===== src/rtl/eth_debug_pkg.sv =====
// Shared definitions for the session statistics block: FSM encoding,
// summary record length and default record header.
package eth_debug;

    typedef enum logic [1:0] {
        ST_IDLE = 2'd0,
        ST_RUN  = 2'd1,
        ST_SEND = 2'd2
    } state_t;

    localparam int         REC_LEN  = 8;
    localparam logic [2:0] LAST_IDX = 3'(REC_LEN - 1);
    localparam logic [7:0] DEF_HDR  = 8'hA5;

endpackage


===== src/rtl/sat_counter.sv =====
// Saturating up-counter with synchronous clear; exposes the value it will
// hold after the coming edge so a snapshot can include this cycle's event.
module sat_counter #(
    parameter int W = 16
) (
    input  logic         clk,
    input  logic         reset_n,
    input  logic         clr,
    input  logic         en,
    output logic [W-1:0] count_next
);

    logic [W-1:0] count;

    // Next value: clear wins, otherwise increment unless already all-ones.
    always_comb begin
        count_next = count;
        if (clr) begin
            count_next = '0;
        end else if (en && (count != {W{1'b1}})) begin
            count_next = count + W'(1);
        end else begin
            count_next = count;
        end
    end

    // Counter register.
    always_ff @(posedge clk or negedge reset_n) begin
        if (!reset_n) begin
            count <= '0;
        end else begin
            count <= count_next;
        end
    end

endmodule


===== src/rtl/session_stats.sv =====
// Per-session frame/error/cycle statistics, emitted as an 8-byte summary
// record over a valid/ready byte stream when the session stops.
module session_stats
    import eth_debug::*;
#(
    parameter logic [7:0] HDR_BYTE = DEF_HDR,
    parameter int         CYC_W    = 24
) (
    input  logic       clk,
    input  logic       reset_n,
    input  logic       start,
    input  logic       working,
    input  logic       stop,
    input  logic       frame_ok,
    input  logic       frame_err,
    output logic [7:0] tx_data,
    output logic       tx_valid,
    input  logic       tx_ready,
    output logic       busy
);

    state_t             state;
    state_t             next_state;
    logic               clr;
    logic               run_active;
    logic               handshake;
    logic [15:0]        frame_nxt;
    logic [15:0]        err_nxt;
    logic [CYC_W-1:0]   cyc_nxt;
    logic [15:0]        rec_frame;
    logic [15:0]        rec_err;
    logic [CYC_W-1:0]   rec_cyc;
    logic [2:0]         byte_idx;

    function automatic logic [7:0] rec_byte(input logic [2:0] idx,
                                            input logic [15:0] f,
                                            input logic [15:0] e,
                                            input logic [CYC_W-1:0] c);
        case (idx)
            3'd0:    rec_byte = HDR_BYTE;
            3'd1:    rec_byte = f[15:8];
            3'd2:    rec_byte = f[7:0];
            3'd3:    rec_byte = e[15:8];
            3'd4:    rec_byte = e[7:0];
            3'd5:    rec_byte = c[23:16];
            3'd6:    rec_byte = c[15:8];
            3'd7:    rec_byte = c[7:0];
            default: rec_byte = 8'h00;
        endcase
    endfunction

    assign clr        = (state == ST_IDLE) && start;
    assign run_active = (state == ST_RUN) && working;
    assign handshake  = tx_valid && tx_ready;
    assign busy       = (state != ST_IDLE);

    sat_counter #(.W(16)) u_frame_cnt (
        .clk(clk), .reset_n(reset_n), .clr(clr),
        .en(run_active && frame_ok), .count_next(frame_nxt)
    );

    sat_counter #(.W(16)) u_err_cnt (
        .clk(clk), .reset_n(reset_n), .clr(clr),
        .en(run_active && frame_err), .count_next(err_nxt)
    );

    sat_counter #(.W(CYC_W)) u_cyc_cnt (
        .clk(clk), .reset_n(reset_n), .clr(clr),
        .en(run_active), .count_next(cyc_nxt)
    );

    // FSM state register.
    always_ff @(posedge clk or negedge reset_n) begin
        if (!reset_n) begin
            state <= ST_IDLE;
        end else begin
            state <= next_state;
        end
    end

    // Next-state logic; start has priority over a coincident stop in IDLE.
    always_comb begin
        next_state = state;
        case (state)
            ST_IDLE: begin
                if (start) next_state = ST_RUN;
                else       next_state = ST_IDLE;
            end
            ST_RUN: begin
                if (stop) next_state = ST_SEND;
                else      next_state = ST_RUN;
            end
            ST_SEND: begin
                if (handshake && (byte_idx == LAST_IDX)) next_state = ST_IDLE;
                else                                     next_state = ST_SEND;
            end
            default: next_state = ST_IDLE;
        endcase
    end

    // Snapshot on stop, then step through the record one handshake at a time.
    always_ff @(posedge clk or negedge reset_n) begin
        if (!reset_n) begin
            rec_frame <= 16'h0000;
            rec_err   <= 16'h0000;
            rec_cyc   <= '0;
            byte_idx  <= 3'd0;
            tx_valid  <= 1'b0;
            tx_data   <= 8'h00;
        end else begin
            case (state)
                ST_RUN: begin
                    if (stop) begin
                        rec_frame <= frame_nxt;
                        rec_err   <= err_nxt;
                        rec_cyc   <= cyc_nxt;
                        byte_idx  <= 3'd0;
                        tx_valid  <= 1'b1;
                        tx_data   <= HDR_BYTE;
                    end
                end
                ST_SEND: begin
                    if (handshake) begin
                        if (byte_idx == LAST_IDX) begin
                            byte_idx <= 3'd0;
                            tx_valid <= 1'b0;
                            tx_data  <= 8'h00;
                        end else begin
                            byte_idx <= byte_idx + 3'd1;
                            tx_data  <= rec_byte(byte_idx + 3'd1, rec_frame, rec_err, rec_cyc);
                        end
                    end
                end
                default: begin
                    tx_valid <= 1'b0;
                    tx_data  <= 8'h00;
                end
            endcase
        end
    end

endmodule


===== config.mk =====
export PLATFORM = sky130hd
export DESIGN_NAME = session_stats
export DESIGN_NICKNAME = d
export VERILOG_FILES = /design/src/rtl/eth_debug_pkg.sv /design/src/rtl/sat_counter.sv /design/src/rtl/session_stats.sv
export SDC_FILE = /design/constraint.sdc
export NUM_CORES = 1
export LEC_CHECK = 0
export ABC_CLOCK_PERIOD_IN_PS = 2500
export CAP_MARGIN = 15
export CORE_MARGIN = 5
export CORE_UTILIZATION = 56
export DETAILED_ROUTE_END_ITERATION = 16
export GPL_TIMING_DRIVEN = 0
export HOLD_SLACK_MARGIN = 0.06
export PLACE_DENSITY = 0.82
export SKIP_CTS_REPAIR_TIMING = 1
export SLEW_MARGIN = 20
export SYNTH_ARGS = -nofsm -noshare
export SYNTH_HDL_FRONTEND = slang
export SYNTH_SLANG_ARGS = --single-unit

===== constraint.sdc =====
create_clock -name clk -period 2.5 [get_ports clk]
set_clock_uncertainty 0.2 [all_clocks]
set_input_delay 0.25 -clock clk [delete_from_list [all_inputs] [get_ports clk]]
set_output_delay 0.25 -clock clk [all_outputs]
set_load 0.05 [all_outputs]

==> results.txt <==
H-tree levels -> 4
Mapped Area -> 6190 µm²
Detailed Route WL -> 17000 µm
Synth cell types -> 48
gr usage total -> 0.268
final total power -> 6.10 mW
CTS tree -> built
first-pass GRT wire length -> 27500 µm
Final Setup Violations -> 4
die area -> 13300 µm²
final instance area -> 7330 µm²
Crit Path Class -> flop to flop
gp weighted congestion -> 0.907
synthesis-stage register bit count -> 126
fraction of layout instances using a drive strength above 1 -> 0.117
vias per cell -> 6.53
total inserted antenna cells -> 0
Layout area overhead -> 18.5%
crit end category -> flop
die width -> 115 µm
remaining antenna violation count -> 0
Worst R2R Start -> state[1]$_DFF_PN0_
HPWL after DPL -> 11200 µm
crit-path max FO -> 10
peak supply drop -> 639 µV
failing checks -> negative setup slack
pwr/cell area -> 832 nW/µm²
Root Driver -> clkbuf_8
leading area contributor after synthesis -> dfrtp_1
max-slew violation count -> 0
core area -> 10800 µm²
CP arrival -> 2.78 ns
final hold viol count -> 0
max-cap viol count -> 0
Starting DRT DRC Count -> 728
clk slew on worst S/H paths -> 0.06 ns
Final min period -> 2.59 ns
Num CTS Buffers -> 17
io pins -> 18
flop-to-flop setup slack -> -0.09 ns
synth warn -> 0
die height -> 115 µm
Max-slew headroom -> 0.590
drt wl/cell -> 20.6 µm
input/output buffers -> 17
status -> complete, but fails checks
Worst Tran Pin Value -> 0.616 ns
clock sinks -> 126
number of global-route vias before repair -> 5293
final net count -> 693
Startpoint Class -> flop
DR pass1 iterations -> 6
P_leak -> 3.12 nW
clock latency on the worst-skew pair -> 0.54 ns
Core Rows -> 38
Residual DRC -> 0
RSZ-0062 raised after global routing -> yes
post-synthesis sequential area ratio -> 0.510
vias -> 5383
FF-to-FF End -> rec_cyc[23]$_DFFE_PN0P_
Initial Util -> 0.571
total gr overflow -> 0
largest net degree at the start of global routing -> 65
f_max -> 386 MHz
Max clock buf depth -> 2
initial antenna violation count -> 0
setup ws final -> -0.0874 ns
WP data required -> 2.70 ns
period utilisation layout -> 1.03
share of the synthesized area in the top cell type -> 0.510
R2R cell count -> 9
syn avg cell area -> 9.77 µm²
placed inst area -> 6560 µm²
largest cells by area after synthesis -> dfrtp_1 51%, nand2_1 5.2%, o21ai_1 4.4%
Syn Nets -> 655
Mapped Cells -> 633
Hold WC Path Type -> input pin to async pin
[stage by stage]
step	hold WS, ns	setup TNS (ns)	worst slack [ns]	utilization	instances
after floorplan	-0.246	0	0.143	-	633
after global placement	0.274	-462.89	-3.63	0.603	790
after detailed placement	0.0747	-12.21	-0.343	0.605	791
after CTS	-0.479	-11.84	-0.434	0.660	823
after global routing	0.146	-0.934	-0.146	0.676	824
final	0.0796	-0.206	-0.0874	0.676	824
[report_power, final]
| group | total, mW | internal, mW | switching [mW] |
|---|---|---|---|
| clock network | 2.51 | 1.61 | 0.900 |
| registers | 2.30 | 2.17 | 0.136 |
| logic | 1.29 | 0.373 | 0.917 |
| total | 6.10 | 4.15 | 1.95 |
[how the worst max path moves through the flow]
stage	depth (start not counted)	endpoint	slack [ns]	from
3_3_place_gp	1	u_cyc_cnt.count[7]$_DFF_PN0_	-3.63	reset_n
3_5_place_dp	8	rec_cyc[23]$_DFFE_PN0P_	-0.34	state[1]$_DFF_PN0_
2_1_floorplan	7	tx_data[7]$_DFFE_PN0P_	0.14	byte_idx[0]$_DFFE_PN0P_
4_1_cts	8	rec_cyc[23]$_DFFE_PN0P_	-0.43	state[1]$_DFF_PN0_
5_1_grt	9	rec_cyc[23]$_DFFE_PN0P_	-0.15	state[1]$_DFF_PN0_
6_report	9	rec_cyc[23]$_DFFE_PN0P_	-0.09	state[1]$_DFF_PN0_
[cells in the mapped netlist (all sizes together)]
| library cell | instances |
|---|---|
| and3 | 6 |
| nor4b | 1 |
| xnor2 | 23 |
| a22o | 14 |
| nor4 | 15 |
| a2111oi | 1 |
| nor3 | 10 |
| nor2b | 2 |
| o2111ai | 8 |
| or3 | 3 |
| nor2 | 67 |
| nand2 | 85 |
| o21ai | 70 |
| nand4 | 22 |
| mux2i | 3 |
| a221oi | 3 |
| o22a | 3 |
| o211ai | 12 |
| a222oi | 8 |
| and2 | 3 |
| buf | 7 |
| nand2b | 3 |
| nand3 | 26 |
| nor3b | 3 |
| xor2 | 28 |
| clkbuf | 27 |
| a21o | 1 |
| or2 | 1 |
| a32o | 1 |
| a221o | 5 |
| a21oi | 7 |
| a31oi | 1 |
| and4 | 5 |
| a22oi | 1 |
| o221ai | 1 |
| inv | 13 |
| ha | 14 |
| dfrtp | 126 |
| or4 | 4 |
[metal layers]
layer	vias up	routed length, µm	GRT usage
met5	-	0	0
met4	0	740	0.112
met3	81	1440	0.0663
met2	312	7960	0.423
met1	2631	6860	0.356
li1	2359	-	-
[final cells by class]
cell class | instances | area [µm²]
Sequential cell | 126 | 3160
Buffer | 31 | 149
Multi-Input combinational cell | 460 | 2970
Fill cell | 747 | 3510
Tap cell | 140 | 175
Clock buffer | 20 | 425
Inverter | 13 | 48.8
Timing Repair Buffer | 22 | 234
Clock inverter | 12 | 169
[flip-flops by register name, summed over array words and instances (netlist names)]
signal             count
rec_cyc               24
u_cyc_cnt.count       24
rec_err               16
rec_frame             16
u_err_cnt.count       16
u_frame_cnt.count     16
tx_data                8
byte_idx               3
state                  2
tx_valid               1
[layout by cell type (no fill, tap or decap), drive strengths merged, types with 4 or more instances in the layout]
cell type      netlist  final
clkdlybuf4s50        0     15
o2111ai              8      8
a22o                14     14
buf                  7     13
a221o                5      5
xnor2               23     23
nand2               85     85
inv                 13     13
nor3                10     10
ha                  14     14
nor2                67     67
or4                  4      4
dfrtp              126    126
a21oi                7      7
xor2                28     28
bufinv               0      4
clkbuf              27     43
nand4               22     22
nor4                15     15
and3                 6      6
o211ai              12     12
and4                 5      5
clkinv               0      6
nand3               26     26
a222oi               8      8
o21ai               70     70
[cell families (layout without fill, tap and decap cells)]
group / Yosys count / after routing / synth area share
AND/OR/NAND/NOR: 256 / 256 / 0.201
AO/OA/AOI/OAI: 136 / 136 / 0.153
flip-flops: 126 / 126 / 0.510
XOR/XNOR: 51 / 51 / 0.0722
buffers and inverters: 47 / 98 / 0.0307
adder cells (fa/ha/maj): 14 / 14 / 0.0283
multiplexers: 3 / 3 / 0.00485
[critical path, stage by stage (launching register included)]
cell,delay [ns]
dfrtp_1,0.40
inv_1,0.12
ha_4,0.24
buf_8,0.17
nand4_1,0.22
nor4_4,0.38
buf_4,0.20
o2111ai_2,0.15
xnor2_2,0.23
o21ai_1,0.12
(Power assumes the default switching activity.)
